**config.mk**
```make
export PLATFORM = sky130hd
export DESIGN_NAME = multicycle_control
export DESIGN_NICKNAME = d
export VERILOG_FILES = /design/src/rtl/multicycle_control.sv
export SDC_FILE = /design/constraint.sdc
export NUM_CORES = 1
export LEC_CHECK = 0
export CAP_MARGIN = 10
export CORE_MARGIN = 2
export CORE_UTILIZATION = 31
export DETAILED_ROUTE_END_ITERATION = 8
export PLACE_DENSITY = 0.58
export SYNTH_ARGS = -nofsm -noshare
export SYNTH_HDL_FRONTEND = slang
export SYNTH_SLANG_ARGS = --single-unit
```
**constraint.sdc**
```tcl
create_clock -name clk -period 2.2 [get_ports clk]
set_clock_uncertainty 0.05 [all_clocks]
set_input_delay 0.55 -clock clk [delete_from_list [all_inputs] [get_ports clk]]
set_output_delay 0.55 -clock clk [all_outputs]
set_load 0.01 [all_outputs]
```
**src/rtl/multicycle_control.sv**
```systemverilog
// Multicycle MIPS-style control unit.
// One FSM sequences FETCH/DECODE and the per-class execute states.
// Datapath controls are registered from the next state, so each control
// is a pure function of the state the FSM is in. The only live terms are
// the fetch/store completion strobes (which depend on mem_ready that
// cycle) and the illegal-opcode flag (which depends on opcode in DECODE).
// BranchNe is captured from opcode on entry to BRANCH; opcode comes from
// the external IR and stays stable for the whole instruction.

module multicycle_control #(
  parameter int MEM_WAIT = 1,
  parameter int JUMP_EN  = 1,
  parameter int CNT_W    = 16
) (
  input  logic             clk,
  input  logic             rst_n,
  input  logic [5:0]       opcode,
  input  logic             mem_ready,
  output logic             PCWrite,
  output logic             PCWriteCond,
  output logic             BranchNe,
  output logic             IorD,
  output logic             MemRead,
  output logic             MemWrite,
  output logic             IRWrite,
  output logic             MemtoReg,
  output logic             RegDst,
  output logic             RegWrite,
  output logic             ALUSrcA,
  output logic [1:0]       ALUSrcB,
  output logic [1:0]       ALUOp,
  output logic [1:0]       PCSource,
  output logic [3:0]       state,
  output logic             instr_done,
  output logic             illegal_op,
  output logic [CNT_W-1:0] instr_count
);

  typedef enum logic [3:0] {
    IDLE      = 4'd0,
    FETCH     = 4'd1,
    DECODE    = 4'd2,
    MEM_ADDR  = 4'd3,
    MEM_READ  = 4'd4,
    MEM_WB    = 4'd5,
    MEM_WRITE = 4'd6,
    R_EXEC    = 4'd7,
    R_WB      = 4'd8,
    BRANCH    = 4'd9,
    JUMP      = 4'd10,
    IMM_EXEC  = 4'd11,
    IMM_WB    = 4'd12
  } state_t;

  localparam logic [5:0] OP_RTYPE = 6'd0;
  localparam logic [5:0] OP_J     = 6'd2;
  localparam logic [5:0] OP_BEQ   = 6'd4;
  localparam logic [5:0] OP_BNE   = 6'd5;
  localparam logic [5:0] OP_ADDI  = 6'd8;
  localparam logic [5:0] OP_LW    = 6'd35;
  localparam logic [5:0] OP_SW    = 6'd43;

  state_t cur;
  state_t nxt;
  logic   mem_done;
  logic   op_legal;
  logic   fetch_done;
  logic   pc_write_q;
  logic   done_q;

  // With MEM_WAIT=0 every memory access completes in its first cycle.
  assign mem_done   = (MEM_WAIT == 0) ? 1'b1 : mem_ready;
  assign fetch_done = (cur == FETCH) && mem_done;

  // Opcodes the datapath supports; j only when jumps are enabled.
  always_comb begin
    op_legal = 1'b0;
    case (opcode)
      OP_RTYPE, OP_LW, OP_SW, OP_BEQ, OP_BNE, OP_ADDI: op_legal = 1'b1;
      OP_J:    op_legal = (JUMP_EN != 0);
      default: op_legal = 1'b0;
    endcase
  end

  // Next-state selection; memory states hold until the access completes.
  always_comb begin
    nxt = FETCH;
    case (cur)
      IDLE:      nxt = FETCH;
      FETCH:     nxt = mem_done ? DECODE : FETCH;
      DECODE: begin
        case (opcode)
          OP_RTYPE:      nxt = R_EXEC;
          OP_LW, OP_SW:  nxt = MEM_ADDR;
          OP_BEQ, OP_BNE: nxt = BRANCH;
          OP_ADDI:       nxt = IMM_EXEC;
          OP_J:          nxt = (JUMP_EN != 0) ? JUMP : FETCH;
          default:       nxt = FETCH;
        endcase
      end
      MEM_ADDR:  nxt = (opcode == OP_SW) ? MEM_WRITE : MEM_READ;
      MEM_READ:  nxt = mem_done ? MEM_WB : MEM_READ;
      MEM_WRITE: nxt = mem_done ? FETCH : MEM_WRITE;
      R_EXEC:    nxt = R_WB;
      IMM_EXEC:  nxt = IMM_WB;
      default:   nxt = FETCH;
    endcase
  end

  // State register, retired-instruction counter and registered controls
  // decoded from the state being entered.
  always_ff @(posedge clk or negedge rst_n) begin
    if (!rst_n) begin
      cur         <= IDLE;
      instr_count <= '0;
      pc_write_q  <= 1'b0;
      done_q      <= 1'b0;
      PCWriteCond <= 1'b0;
      BranchNe    <= 1'b0;
      IorD        <= 1'b0;
      MemRead     <= 1'b0;
      MemWrite    <= 1'b0;
      MemtoReg    <= 1'b0;
      RegDst      <= 1'b0;
      RegWrite    <= 1'b0;
      ALUSrcA     <= 1'b0;
      ALUSrcB     <= 2'b00;
      ALUOp       <= 2'b00;
      PCSource    <= 2'b00;
    end else begin
      cur <= nxt;
      if (instr_done) begin
        instr_count <= instr_count + CNT_W'(1);
      end
      pc_write_q  <= 1'b0;
      done_q      <= 1'b0;
      PCWriteCond <= 1'b0;
      BranchNe    <= 1'b0;
      IorD        <= 1'b0;
      MemRead     <= 1'b0;
      MemWrite    <= 1'b0;
      MemtoReg    <= 1'b0;
      RegDst      <= 1'b0;
      RegWrite    <= 1'b0;
      ALUSrcA     <= 1'b0;
      ALUSrcB     <= 2'b00;
      ALUOp       <= 2'b00;
      PCSource    <= 2'b00;
      case (nxt)
        FETCH: begin
          MemRead <= 1'b1;
          ALUSrcB <= 2'b01;
        end
        DECODE: begin
          ALUSrcB <= 2'b11;
        end
        MEM_ADDR, IMM_EXEC: begin
          ALUSrcA <= 1'b1;
          ALUSrcB <= 2'b10;
        end
        MEM_READ: begin
          MemRead <= 1'b1;
          IorD    <= 1'b1;
        end
        MEM_WB: begin
          RegWrite <= 1'b1;
          MemtoReg <= 1'b1;
          done_q   <= 1'b1;
        end
        MEM_WRITE: begin
          MemWrite <= 1'b1;
          IorD     <= 1'b1;
        end
        R_EXEC: begin
          ALUSrcA <= 1'b1;
          ALUOp   <= 2'b10;
        end
        R_WB: begin
          RegWrite <= 1'b1;
          RegDst   <= 1'b1;
          done_q   <= 1'b1;
        end
        BRANCH: begin
          ALUSrcA     <= 1'b1;
          ALUOp       <= 2'b01;
          PCWriteCond <= 1'b1;
          PCSource    <= 2'b01;
          BranchNe    <= (opcode == OP_BNE);
          done_q      <= 1'b1;
        end
        JUMP: begin
          pc_write_q <= 1'b1;
          PCSource   <= 2'b10;
          done_q     <= 1'b1;
        end
        IMM_WB: begin
          RegWrite <= 1'b1;
          done_q   <= 1'b1;
        end
        default: begin
        end
      endcase
    end
  end

  // Strobes that must follow mem_ready or opcode within the same cycle.
  assign IRWrite    = fetch_done;
  assign PCWrite    = pc_write_q | fetch_done;
  assign instr_done = done_q | ((cur == MEM_WRITE) && mem_done);
  assign illegal_op = (cur == DECODE) && !op_legal;
  assign state      = cur;

endmodule

```
==> results.rst, run 1 <==
.. list-table::
   :header-rows: 1

   * - Metric
     - Value
   * - Run status
     - finished clean
   * - Net Count, Synth
     - 166
   * - Layout cell share with drive strength beyond 1
     - 34.7%
   * - Count of unresolved DRC violations after routing
     - 0
   * - Cell seen most often among critical-path stages
     - buf_4
   * - Via total after detailed routing
     - 1449
   * - Final layout net count
     - 254
   * - Min Clock Period, post-route
     - 2.18 ns
   * - Router iterations before antenna repair
     - 4
   * - Util after Layout
     - 50.4%
   * - Diode insertion count for antenna repair
     - 0
   * - Maximum clock path buffer count
     - 2
   * - Hold WC Path Type
     - reg2reg
   * - P per Cell Area
     - 920 nW/µm²
   * - Worst-case hold slack
     - 0.420 ns
   * - Wire length reported by the detailed router
     - 3980 µm
   * - Reg2reg end
     - ALUSrcB[0]
   * - Area growth from synthesis to layout
     - 54.5%
   * - Htree depth
     - 2
   * - Clock root buffer
     - clkbuf_8
   * - Count of antenna-violating nets left after detailed routing
     - 0
   * - Number of cell rows
     - 26
   * - Max_cap viols
     - 0
   * - Category of the critical setup timing path
     - in2reg
   * - Clock transition time at the flip-flop clock pins of the worst setup and hold paths
     - 0.06 ns
   * - Initial cell density of the core
     - 32.6%
   * - Vias/cell
     - 4.60
   * - Hold_sp
     - instr_count[15]
   * - Cell depth of the worst hold path
     - 1
   * - Overall Global Routing Usage
     - 13.8%
   * - Crit-path slowest cell
     - nor3b_2
   * - Number of placed I/O pins
     - 48
   * - Top post-synthesis cells by count
     - dfrtp_1, nand2_1, nor2_1
   * - Library cell occupying the most area in the post-synthesis netlist
     - dfrtp_1
   * - Vias in the first global route
     - 1458
   * - Distinct cell type count of the synthesized netlist
     - 45
   * - Clock latency on the worst-skew pair
     - 0.28 ns
   * - Top fanout value on the critical path
     - 4
   * - Register area share after synthesis
     - 50.1%
   * - Area share of the leading cell type in the synthesized netlist
     - 50.1%
   * - Relative slew slack
     - 65.0%
   * - Average wire per cell in the routed design
     - 12.6 µm
   * - Post-synthesis cell area
     - 1700 µm²
   * - Number of synthesized flops with an enable pin
     - 0
   * - Delay-heaviest family, CP
     - buffers and inverters
   * - Number of DRC violations after detailed-routing iteration 0
     - 18
   * - CTS sink cnt
     - 34
   * - Full die area
     - 6080 µm²
   * - Startpoint kind of the worst setup timing path
     - primary input
   * - Number of antenna violations at the first check in global routing
     - 0
   * - Floorplan die width
     - 78.0 µm
   * - Clock tree from TritonCTS
     - built
   * - Post-layout worst setup margin
     - 0.0219 ns
   * - Cells taking the most area after synthesis
     - dfrtp_1, xnor2_1, nand2_1, nor2_1, xor2_1
   * - Number of buffers added by the clock tree synthesis step
     - 5
   * - Number of flip-flops and latches in the synthesized netlist
     - 34
   * - IR Drop Worst-Case VDD
     - 0.441 mV
   * - Launch point of the worst reg-to-reg path
     - state[2]
   * - Number of slew-limit violations in the final report
     - 0
   * - Most numerous cell in the Yosys netlist
     - dfrtp_1
   * - Crit end category
     - register
   * - Critical path cell sequence
     - clkdlybuf4s15_1 -> nor3b_2 -> a22oi_2 -> buf_4 -> buf_4 -> buf_4 -> buf_4 -> buf_4 -> o21ai_4 -> o211ai_1 -> nor3_1
   * - Data arrival time of the worst path
     - 2.32 ns
   * - Slowest stage delay, CP
     - 0.25 ns
   * - Register-to-register setup slack
     - 0.12 ns
   * - Post-placement setup slack
     - -0.606 ns
   * - Worst Hold End
     - instr_count[15]
   * - Gr ovfl total
     - 0
   * - Worst endpoint required time
     - 2.34 ns
   * - Post-synthesis area per instance
     - 10.9 µm²
   * - Layout filler cell count
     - 490
   * - Maximum clock frequency
     - 459 MHz
   * - Ys async rst share
     - 100%
   * - Yosys Warn Count
     - 0
   * - Core Footprint
     - 5200 µm²
   * - Wire length of the first global-routing pass
     - 6610 µm
   * - Slew @ Worst Pin
     - 0.519 ns
   * - Maximum number of pins on one net before global-route repair
     - 35
   * - DP Wirelength
     - 2770 µm
   * - Static Leak
     - 1.24 nW
   * - Number of endpoints failing setup at the final stage
     - 0
   * - Count of final hold-check violations
     - 0
   * - Cells after Synth
     - 156
   * - Cell count of the worst reg-to-reg path
     - 7
   * - # port buffers
     - 47
   * - Number of buffers inserted by hold repair at cts
     - 0
   * - Final weighted congestion in routability-driven placement
     - 0.769
   * - Most used flip-flop cell after synthesis
     - dfrtp_1
   * - Die Y-Extent
     - 78.0 µm
   * - Share of the cycle needed by the critical path after routing
     - 99.0%
   * - Count of buffering cells on the critical path with inverters included
     - 6
-- flip-flops by register name, summed over array words and instances (netlist names) --
signal       count
instr_count     16
state            4
ALUSrcB          2
PCSource         2
ALUOp            1
ALUSrcA          1
BranchNe         1
IorD             1
MemRead          1
MemWrite         1
MemtoReg         1
RegDst           1
RegWrite         1
done_q           1
-- how the worst max path moves through the flow --
stage / startpoint / endpoint / slack [ns] / cells past startpoint
after floorplan: state[3] / instr_count[6] / 0.32 / 8
after global placement: mem_ready / PCWrite / -0.59 / 5
after detailed placement: mem_ready / PCWrite / -0.61 / 5
after CTS: opcode[5] / illegal_op / 0.01 / 5
after global routing: opcode[4] / PCSource[1] / -0.07 / 11
final: opcode[3] / PCSource[1] / 0.02 / 11
-- through the flow --
stage / cell area, µm² / std cells / TNS (ns) / power [mW]
after floorplan: 1700 / 156 / 0 / 1.39
after global placement: 2410 / 295 / -3.65 / 1.89
after detailed placement: 2410 / 295 / -3.86 / 1.89
after CTS: 2610 / 311 / 0 / 2.42
after global routing: 2620 / 315 / -0.0814 / 2.58
final: 2620 / 315 / 0 / 2.41
-- routing by layer --
metal / routed length (µm) / share of wire [%] / track usage [%]
met1: 1720 / 43 / 16.7
met2: 2010 / 50 / 23.4
met3: 193 / 4.8 / 4.19
met4: 69 / 1.7 / 4.91
met5: 0 / 0 / 0
-- placed cells by master (no fill, tap or decap), types with 2 or more instances in the layout --
| cell type | n |
|---|---|
| a21boi_0 | 2 |
| and3_1 | 5 |
| and4_1 | 2 |
| buf_2 | 3 |
| buf_4 | 43 |
| clkbuf_2 | 5 |
| clkbuf_8 | 6 |
| clkdlybuf4s50_1 | 36 |
| dfrtp_1 | 32 |
| dfrtp_2 | 2 |
| inv_1 | 8 |
| nand2_1 | 16 |
| nand2_2 | 2 |
| nand2b_1 | 3 |
| nand3_1 | 7 |
| nand3_2 | 4 |
| nor2_1 | 12 |
| nor2_2 | 2 |
| nor4_4 | 2 |
| o21ai_0 | 2 |
| or2_2 | 2 |
| xnor2_1 | 11 |
| xor2_1 | 6 |
-- report_power, final --
part,internal [mW],switching (mW)
Clock,0.252,0.215
Sequential,0.747,0.104
Combinational,0.569,0.526
Total,1.57,0.845
-- area by class of cell --
class / instances / area, µm² / area share [%]
clock buffer: 7 / 86.3 / 3.29
clock inverter: 1 / 5.00 / 0.191
inverter: 9 / 33.8 / 1.29
multi-input combinational: 105 / 815 / 31.1
sequential: 34 / 853 / 32.5
tap: 70 / 87.6 / 3.34
timing repair buffer: 89 / 742 / 28.3
-- kinds of logic (layout without fill, tap and decap cells) --
family | Yosys count | count (layout) | share of synthesized area, %
simple gates | 68 | 68 | 24.3
compound gates | 18 | 18 | 9.21
buf+inv | 17 | 106 | 5.90
fa+ha+maj | 1 | 1 | 0.737
flops | 34 | 34 | 50.1
xor+xnor | 18 | 18 | 9.73
-- repair_timing --
item,4_1_cts,5_1_grt
resized for setup,30,20
pin swaps,4,12
setup buffers,8,4
setup endpoints to repair,4,11
(Power assumes the default switching activity.)
==> inputs of run 2 (changes only) <==
--- a/config.mk
+++ b/config.mk
@@ -8,8 +8,10 @@
 export CAP_MARGIN = 10
 export CORE_MARGIN = 2
 export CORE_UTILIZATION = 31
+export CTS_CLUSTER_DIAMETER = 60
 export DETAILED_ROUTE_END_ITERATION = 8
-export PLACE_DENSITY = 0.58
+export DONT_BUFFER_PORTS = 1
+export PLACE_DENSITY = 0.47
 export SYNTH_ARGS = -nofsm -noshare
 export SYNTH_HDL_FRONTEND = slang
 export SYNTH_SLANG_ARGS = --single-unit
==> run 2 against run 1 <==
Net effect:
- global-route usage decreased by 0.67 points
- register-to-register slack improved by 0.15 ns
- critical path depth decreased by 7
- highest routed layer unchanged
- total power decreased by 15%
- clock power about the same
- first-iteration DRC count increased to 3.1 times the previous value
- utilization decreased by 14 points
- critical endpoint is now illegal_op
- clock-buffer cell count unchanged
- via count decreased by 21%
- worst hold slack got worse by 0.38 ns
- cell count decreased by 26%
- sequential share of layout area increased by 12 points
==> results.rst, run 2 (synthesis gave the netlist of run 1 again) <==
.. list-table::
   :header-rows: 1

   * - Metric
     - Value
   * - Most common cell after layout, fill and taps aside
     - dfrtp_1
   * - Sequential share of power
     - 45.2%
   * - Register-to-register setup slack
     - 0.27 ns
   * - CTS sink cnt
     - 34
   * - Clock transition time at the flip-flop clock pins of the worst setup and hold paths
     - 0.07 ns
   * - Die Y-Extent
     - 78.0 µm
   * - Startpoint kind of the worst setup timing path
     - register
   * - Maximum number of pins on one net before global-route repair
     - 35
   * - Share of total power in the clock network
     - 22.7%
   * - Wire length of the first global-routing pass
     - 6110 µm
   * - Slowest stage delay, CP
     - 0.49 ns
   * - Util after Layout
     - 36.5%
   * - P per Cell Area
     - 1080 nW/µm²
   * - Clock tree from TritonCTS
     - built
   * - Vias/cell
     - 4.91
   * - Data arrival time of the worst path
     - 1.51 ns
   * - Count of final hold-check violations
     - 0
   * - Slew @ Worst Pin
     - 0.441 ns
   * - Number of cell rows
     - 26
   * - Min Clock Period, post-route
     - 2.11 ns
   * - Number of DRC violations after detailed-routing iteration 0
     - 56
   * - Post-layout worst setup margin
     - 0.0918 ns
   * - Category of the critical setup timing path
     - reg2out
   * - Floorplan die width
     - 78.0 µm
   * - Full die area
     - 6080 µm²
   * - Layout filler cell count
     - 518
   * - Overall Power
     - 2.05 mW
   * - Cell count after placement
     - 224
   * - Non-Filler Instances
     - 234
   * - Most flops, register
     - instr_count
   * - Launch point of the worst reg-to-reg path
     - state[0]
   * - Hold WC Path Type
     - in2async
   * - Max FFs per register
     - 16
   * - Worst endpoint required time
     - 1.60 ns
   * - Post-placement setup slack
     - 0.0795 ns
   * - Global-route track usage on met2
     - 20.3%
   * - Overall Global Routing Usage
     - 13.2%
   * - Area of placed instances
     - 1760 µm²
   * - Average wire per cell in the routed design
     - 15.4 µm
   * - Final weighted congestion in routability-driven placement
     - 0.750
   * - Share of power burned in combinational logic
     - 32.1%
   * - Worst-case hold slack
     - 0.0435 ns
   * - Delay-heaviest family, CP
     - simple AND/OR/NAND/NOR gates
   * - Cell count of the worst reg-to-reg path
     - 6
   * - Wire length reported by the detailed router
     - 3610 µm
   * - Via total after detailed routing
     - 1149
   * - Maximum clock path buffer count
     - 2
   * - Count of antenna-violating nets left after detailed routing
     - 0
   * - GR Layer Usage met1
     - 15.7%
   * - Number of buffers added by the clock tree synthesis step
     - 5
   * - Core Footprint
     - 5200 µm²
   * - Run status
     - finished clean
   * - Internal power component
     - 1.28 mW
   * - Gr ovfl total
     - 0
   * - Crit end category
     - output pin
   * - Top fanout value on the critical path
     - 5
   * - # port buffers
     - 0
   * - Final layout net count
     - 173
   * - Reg2reg end
     - ALUSrcB[0]
   * - Switching power total
     - 0.772 mW
   * - Htree depth
     - 2
   * - Relative slew slack
     - 70.3%
   * - DP Wirelength
     - 2710 µm
   * - Unrepaired setup endpoints after global routing
     - false
   * - Diode insertion count for antenna repair
     - 0
   * - Number of endpoints failing setup at the final stage
     - 0
   * - Layout cell share with drive strength beyond 1
     - 23.2%
   * - Busiest layer in global routing
     - met2
   * - Static Leak
     - 0.888 nW
   * - Met3 Usage GRT
     - 5.47%
   * - Initial cell density of the core
     - 32.6%
   * - Number of slew-limit violations in the final report
     - 0
   * - Highest-count cells in the layout ignoring fill and taps
     - dfrtp_1, nand2_1, nor2_1
   * - Count of buffering cells on the critical path with inverters included
     - 0
   * - Share of the cycle needed by the critical path after routing
     - 95.8%
   * - Number of antenna violations at the first check in global routing
     - 0
   * - Router iterations before antenna repair
     - 4
   * - Critical path cell sequence
     - nor3_2 -> nand2_2 -> a21oi_1 -> and3_1
   * - Clock root buffer
     - clkbuf_8
   * - Setup TNS
     - 0 ns
   * - Fin area
     - 1900 µm²
   * - Maximum clock frequency
     - 474 MHz
   * - Switching Share
     - 37.7%
   * - Crit-path slowest cell
     - dfrtp_2
   * - Vias in the first global route
     - 1177
   * - Number of placed I/O pins
     - 48
   * - Clock latency on the worst-skew pair
     - 0.28 ns
   * - IR Drop Worst-Case VDD
     - 0.254 mV
   * - Max_cap viols
     - 0
   * - Area growth from synthesis to layout
     - 12.0%
   * - Count of unresolved DRC violations after routing
     - 0
[run 2: changes by cell type in the layout (fill, tap and decap cells not counted), sizes merged]
cell / delta
buf: -38
clkbuf: -5
clkdlybuf4s15: -1
dlygate4sd2: -1
clkdlybuf4s50: -36
[run 2: worst max path at each step]
| stage | from | endpoint | slack, ns | depth (start not counted) |
|---|---|---|---|---|
| after global placement | state[3] | instr_count[6] | 0.15 | 6 |
| final | state[0] | illegal_op | 0.09 | 4 |
| after floorplan | state[3] | instr_count[6] | 0.32 | 8 |
| after detailed placement | state[3] | instr_count[6] | 0.08 | 6 |
| after global routing | state[3] | PCWrite | 0.01 | 3 |
| after CTS | state[0] | illegal_op | 0.005 | 4 |
[run 2: cell type report]
type / count / area (µm²) / share of cell area, %
Clock buffer: 7 / 86.3 / 4.54
Tap cell: 70 / 87.6 / 4.61
Multi-Input combinational cell: 105 / 762 / 40.1
Sequential cell: 34 / 855 / 44.9
Timing Repair Buffer: 8 / 72.6 / 3.82
Inverter: 9 / 33.8 / 1.78
Clock inverter: 1 / 5.00 / 0.263
[run 2: power groups by stage]
stage               sequential, mW  clock, mW  combinational [mW]
global route                 0.940      0.520               0.751
global placement             0.924          0               0.626
floorplan                    0.897          0               0.490
detailed placement           0.926          0               0.635
CTS                          0.922      0.481               0.660
finish                       0.926      0.464               0.658
[run 2: layer usage]
metal  wire length (µm)  share of wire (%)
met5                  0                  0
met1               1520                 42
met2               1780                 49
met4                 85                2.4
met3                218                6.0
[run 2: timing repair]
item | in CTS | in global routing
hold endpoints to repair | 34 | 0
hold buffers | 1 | 0
endpoints found under the setup margin | 3 | 11
resized for setup | 2 | 5
setup buffers | 0 | 1
pin swaps | 0 | 0
==> patch 1: new RTL, flow settings as in run 1 <==
Set the parameter `CNT_W` to 32 (it was 16).
--- a/src/rtl/multicycle_control.sv
+++ b/src/rtl/multicycle_control.sv
@@ -10,7 +10,7 @@
 module multicycle_control #(
   parameter int MEM_WAIT = 1,
   parameter int JUMP_EN  = 1,
-  parameter int CNT_W    = 16
+  parameter int CNT_W    = 32
 ) (
   input  logic             clk,
   input  logic             rst_n,
Ports: changed (resized instr_count); port bits go from 48 to 64. No check against the original RTL was run, so the function may have changed too.
==> patch 1 against run 1 <==
Clock power increased by 35%; final cell count increased by 37%; sequential cell count increased by 16; area after synthesis increased by 44%; largest cell class unchanged; worst setup slack improved by 0.015 ns; sequential share of layout area increased by 2.6 points; cell area increased by 36%; largest power group is now registers; sequential power increased by 32%; die area increased by 42%; routed wire length increased by 39%; power increased by 15%.
==> patch 1: results (changes against run 1) <==
The run finished with clean final reports. The clock network power consumption is 631 uW (+35%). The combinational share of power is 36.9% (-8.5 points). The slowest stage cell on the critical path is nor4_4.

The count of vias placed by the detailed router is 2011 (+39%). The final estimated routing congestion in global placement was 0.845 (+9.9%). The post-placement cell area is 3420 um2 (+42%). The first-pass GRT wire length came out at 9120 um (+38%). The number of distinct standard cells referenced by the synthesized netlist is 50 (+11%). The total leakage power came out at 1.62 nW (+31%). The via count of the first global-routing pass came out at 1939 (+33%). The share of flip-flops with an asynchronous set or reset is 100% (unchanged). The initial detailed-routing violation count is 64 (+46). The number of instances in the placed design is 423 (+43%). The routed wire length came out at 5560 um (+39%). The origin of the worst setup path is opcode[5]. The register area share after synthesis came out at 51.2% (+1.1 points).

The path type of the worst min-delay path is input port to asynchronous set/reset pin. The share of total power in the clock network came out at 22.8% (+3.4 points). In this design, the largest share of critical-path delay is due to simple AND/OR/NAND/NOR gates.

The count of input and output buffers is 63 (+34%). The commonest cells after synthesis are dfrtp_1 (50), nor2_1 (18), xnor2_1 (18). The worst setup timing slack at the placement stage is -0.575 ns (+0.0316 ns). The largest voltage drop on the vdd net came out at 0.375 mV (-15%). By area the synthesized netlist is led by dfrtp_1 (51%), xnor2_1 (6.4%), xor2_1 (5.4%), nor2_1 (2.8%), nand3_1 (2.7%). The number of hold violations in the final report is 0 (unchanged).

The share of layout cells above drive strength 1 came out at 20.8% (-14 points). The overall global routing resource usage came to 13.1% (-0.75 points). The actual slew at the worst max-slew pin is 0.456 ns (-0.0626 ns). The post-DP HPWL is 4180 um (+51%).

The number of nets produced by synthesis is 241 (+45%). The first-pass detailed-route iteration total came out at 6 (+2). The initial antenna violation count came out at 0 (unchanged). The CTS clock-pin slew for the worst setup and hold paths was 0.09 ns (+0.03 ns). The critical path's largest stage delay is 0.33 ns (+0.08 ns). The clock latency at the later pin of the worst-skew pair is 0.30 ns (+0.02 ns). The maximum clock insertion buffer count came out at 2 (unchanged).

The average cell area after synthesis came out at 10.6 um2 (-2.8%). The deepest level of the CTS H-tree came out at 2 (unchanged). In this run the critical register-to-register path is launched from state[0]$_DFF_PN0_. The number of flip-flops in the largest register came out at 32 (+16). The maximum number of pins on one net before global-route repair was 22 (-37%). The share of total power consumed by net switching was 31.2% (-3.8 points). The number of fillers in the final layout came to 742 (+51%). The largest fanout of any net on the critical path is 3 (-1). The data arrival time of the critical path is 1.56 ns (-0.76 ns). The clock buffer count from CTS is 5 (unchanged).

The count of nets after finishing came out at 340 (+34%). The via-per-instance ratio is 4.64 (+0.96%). The largest register by flop count is instr_count.

The warning count from the yosys run is 0 (unchanged). The cell sitting at the root of the clock tree is a clkbuf_8.
[patch 1: changes by cell type after synthesis, moves of 4 or more]
cell	delta
clkbuf_1	+5
dfrtp_1	+16
inv_1	+6
nand2_1	-4
nand3_1	+6
nor2_1	+4
nor2b_1	+5
nor3_1	+9
nor4_1	+4
xnor2_1	+7
xor2_1	+9
[patch 1: cell families (layout without fill, tap and decap cells)]
group | Yosys count | count (layout) | share of synthesized area (%)
simple gates | 101 | 101 | 25.3
buf+inv | 25 | 125 | 4.55
compound gates | 20 | 20 | 6.14
flops | 50 | 50 | 51.2
mux | 1 | 1 | 0.461
xor+xnor | 33 | 33 | 11.8
fa+ha+maj | 1 | 1 | 0.512
[patch 1: repair_timing]
action                     4_1_cts  5_1_grt
buffers inserted                 2        0
setup endpoints to repair        5        8
pin swaps                        3        1
gates resized for setup         21        9
[patch 1: layout make-up]
type,instances,area [um2],area share (%)
flip-flops and latches,50,1250,35.2
multi-input cells,156,1120,31.4
repair buffers,103,903,25.3
well taps,102,128,3.58
clock buffers,7,76.3,2.14
inverters,14,52.6,1.47
clock inverters,1,30.0,0.842
[patch 1: metal layers]
layer / up-vias / global-route usage (%) / wire, um
met5: - / 0 / 0
met4: 0 / 3.68 / 25
met3: 4 / 2.93 / 244
met2: 49 / 21.4 / 2770
met1: 958 / 17.4 / 2510
li1: 1000 / - / -
[patch 1: worst paths after layout]
kind	to	slack, ns	depth (start not counted)
worst min-delay path	instr_count[20]$_DFFE_PN0P_	0.14	1
worst max-delay path	illegal_op	0.04	6
worst min register to register	instr_count[31]$_DFFE_PN0P_	0.42	1
min in group clk	instr_count[31]$_DFFE_PN0P_	0.42	1
max in group asynchronous	instr_count[2]$_DFFE_PN0P_	1.36	2
worst max register to register	instr_count[15]$_DFFE_PN0P_	0.18	8
==> patch 2: new RTL, flow settings as in run 1 <==
Without the edit above. Make the reset (`rst_n`) synchronous in one clocked block.
--- a/src/rtl/multicycle_control.sv
+++ b/src/rtl/multicycle_control.sv
@@ -109,7 +109,7 @@
 
   // State register, retired-instruction counter and registered controls
   // decoded from the state being entered.
-  always_ff @(posedge clk or negedge rst_n) begin
+  always_ff @(posedge clk) begin
     if (!rst_n) begin
       cur         <= IDLE;
       instr_count <= '0;
Behaviour: differs if rst_n is asserted again (counterexample within 4 cycles, from zero or initial values and one cycle with rst_n low); with rst_n held inactive, the same outputs for 10 cycles.
==> patch 2 against run 1 <==
Synthesized cell count increased by 16%; non-clock buffer count decreased by 14; cell area decreased by 2.2%; sequential cell count unchanged; utilization decreased by 3.5 points; area after synthesis increased by 2.4%; count of clock-buffer cells in the layout decreased by 2; worst hold slack improved by 0.042 ns; worst setup slack improved by 0.031 ns; routed wire length increased by 2.8%.
Power is not compared: it rests on default switching activity, and its combinational part moved more than twofold at a synthesized area within 25%.
==> patch 2: results (changes against run 1) <==
The depth of the worst register-to-register path is 6 (-1). The register area share after synthesis is 39.2% (-11 points). The post-synthesis adder-cell area fraction was 0.720% (-0.017 points). The flow ran to the end, and the final reports show no timing, DRC or antenna violations. By area the synthesized netlist is led by dfxtp_1 (39%), and2_1 (4.3%), nand2_1 (3.9%), buf_6 (3.2%), xnor2_1 (2.5%). The count of vias placed by the detailed router is 1514 (+4.5%). The first-pass GRT wire length is 6750 um (+2.1%). The path with the worst hold slack has its endpoint at instr_count[1]$_SDFFE_PN0P_. The reg-to-reg startpoint is state[0]$_SDFF_PN0_.

The count of nets after finishing is 259 (+2.0%). The final setup slack of the worst path came out at 0.0526 ns (+0.0307 ns). The number of distinct standard cells referenced by the synthesized netlist is 57 (+27%). The post-placement cell area is 2410 um2 (-0.10%). The time the worst path needs with I/O delays and setup is 2.15 ns (-0.0307 ns). The number of nets produced by synthesis came out at 191 (+15%). The multiplexer share of the synthesized area is 1.15% (+1.2 points). The number of cells produced by synthesis came out at 181 (+16%).

The share of flip-flops with an asynchronous set or reset is 0% (-100 points). The number of instances in the placed design is 313 (+6.1%). The worst setup timing slack at the placement stage is -0.552 ns (+0.0541 ns). The largest fanout of any net on the critical path is 3 (-1). The fraction of synthesized cell area in xor and xnor cells is 5.04% (-4.7 points).

The initial detailed-routing violation count came to 64 (+46). The core utilization of the finished layout is 46.9% (-3.5 points). The number of cells on the worst hold path came out at 2 (+1). The overall global routing resource usage came to 13.5% (-0.30 points). The average wire per standard cell is 12.7 um (+0.60%). The final estimated routing congestion in global placement is 0.741 (-3.7%).

The met2 demand-to-capacity share in global routing came out at 20.9% (-2.4 points). The slack of the worst reg-to-reg path is 0.35 ns (+0.23 ns). The end point of the critical path is illegal_op. The share of layout cells above drive strength 1 came out at 24.0% (-11 points).

The met1 usage came to 18.5% (+1.8 points). The data arrival time of the critical path came to 1.55 ns (-0.77 ns). The final-layout worst hold slack came out at 0.462 ns (+0.0421 ns).
[patch 2: cell types whose count changed in the layout (fill, tap and decap cells not counted), moves of 12 or more]
cell / delta
and2_1: +12
buf_4: -17
dfrtp_1: -32
dfxtp_1: +33
[patch 2: cell type report]
cell class,instances,share of cell area [%]
Multi-Input combinational cell,129,36.8
Timing Repair Buffer,75,27.0
Sequential cell,34,26.6
Tap cell,72,3.51
Clock buffer,5,2.68
Clock inverter,3,2.68
Inverter,4,0.683
[patch 2: repair_timing]
item	4_1_cts	5_1_grt
setup endpoints to repair	4	3
pin swaps	1	1
hold buffers	0	0
gates cloned	0	0
setup buffers	1	0
gates resized for setup	19	5
[patch 2: critical path, cell delays in order]
cell           delay [ns]
dlygate4sd2_1        0.26
or3b_4               0.41
o22ai_2              0.13
a21oi_2              0.06
buf_2                0.13
[patch 2: layer usage]
layer	wire length, um	share of wire (%)
met3	223	5.4
met4	40	0.98
met5	0	0
met2	1770	43
met1	2060	50
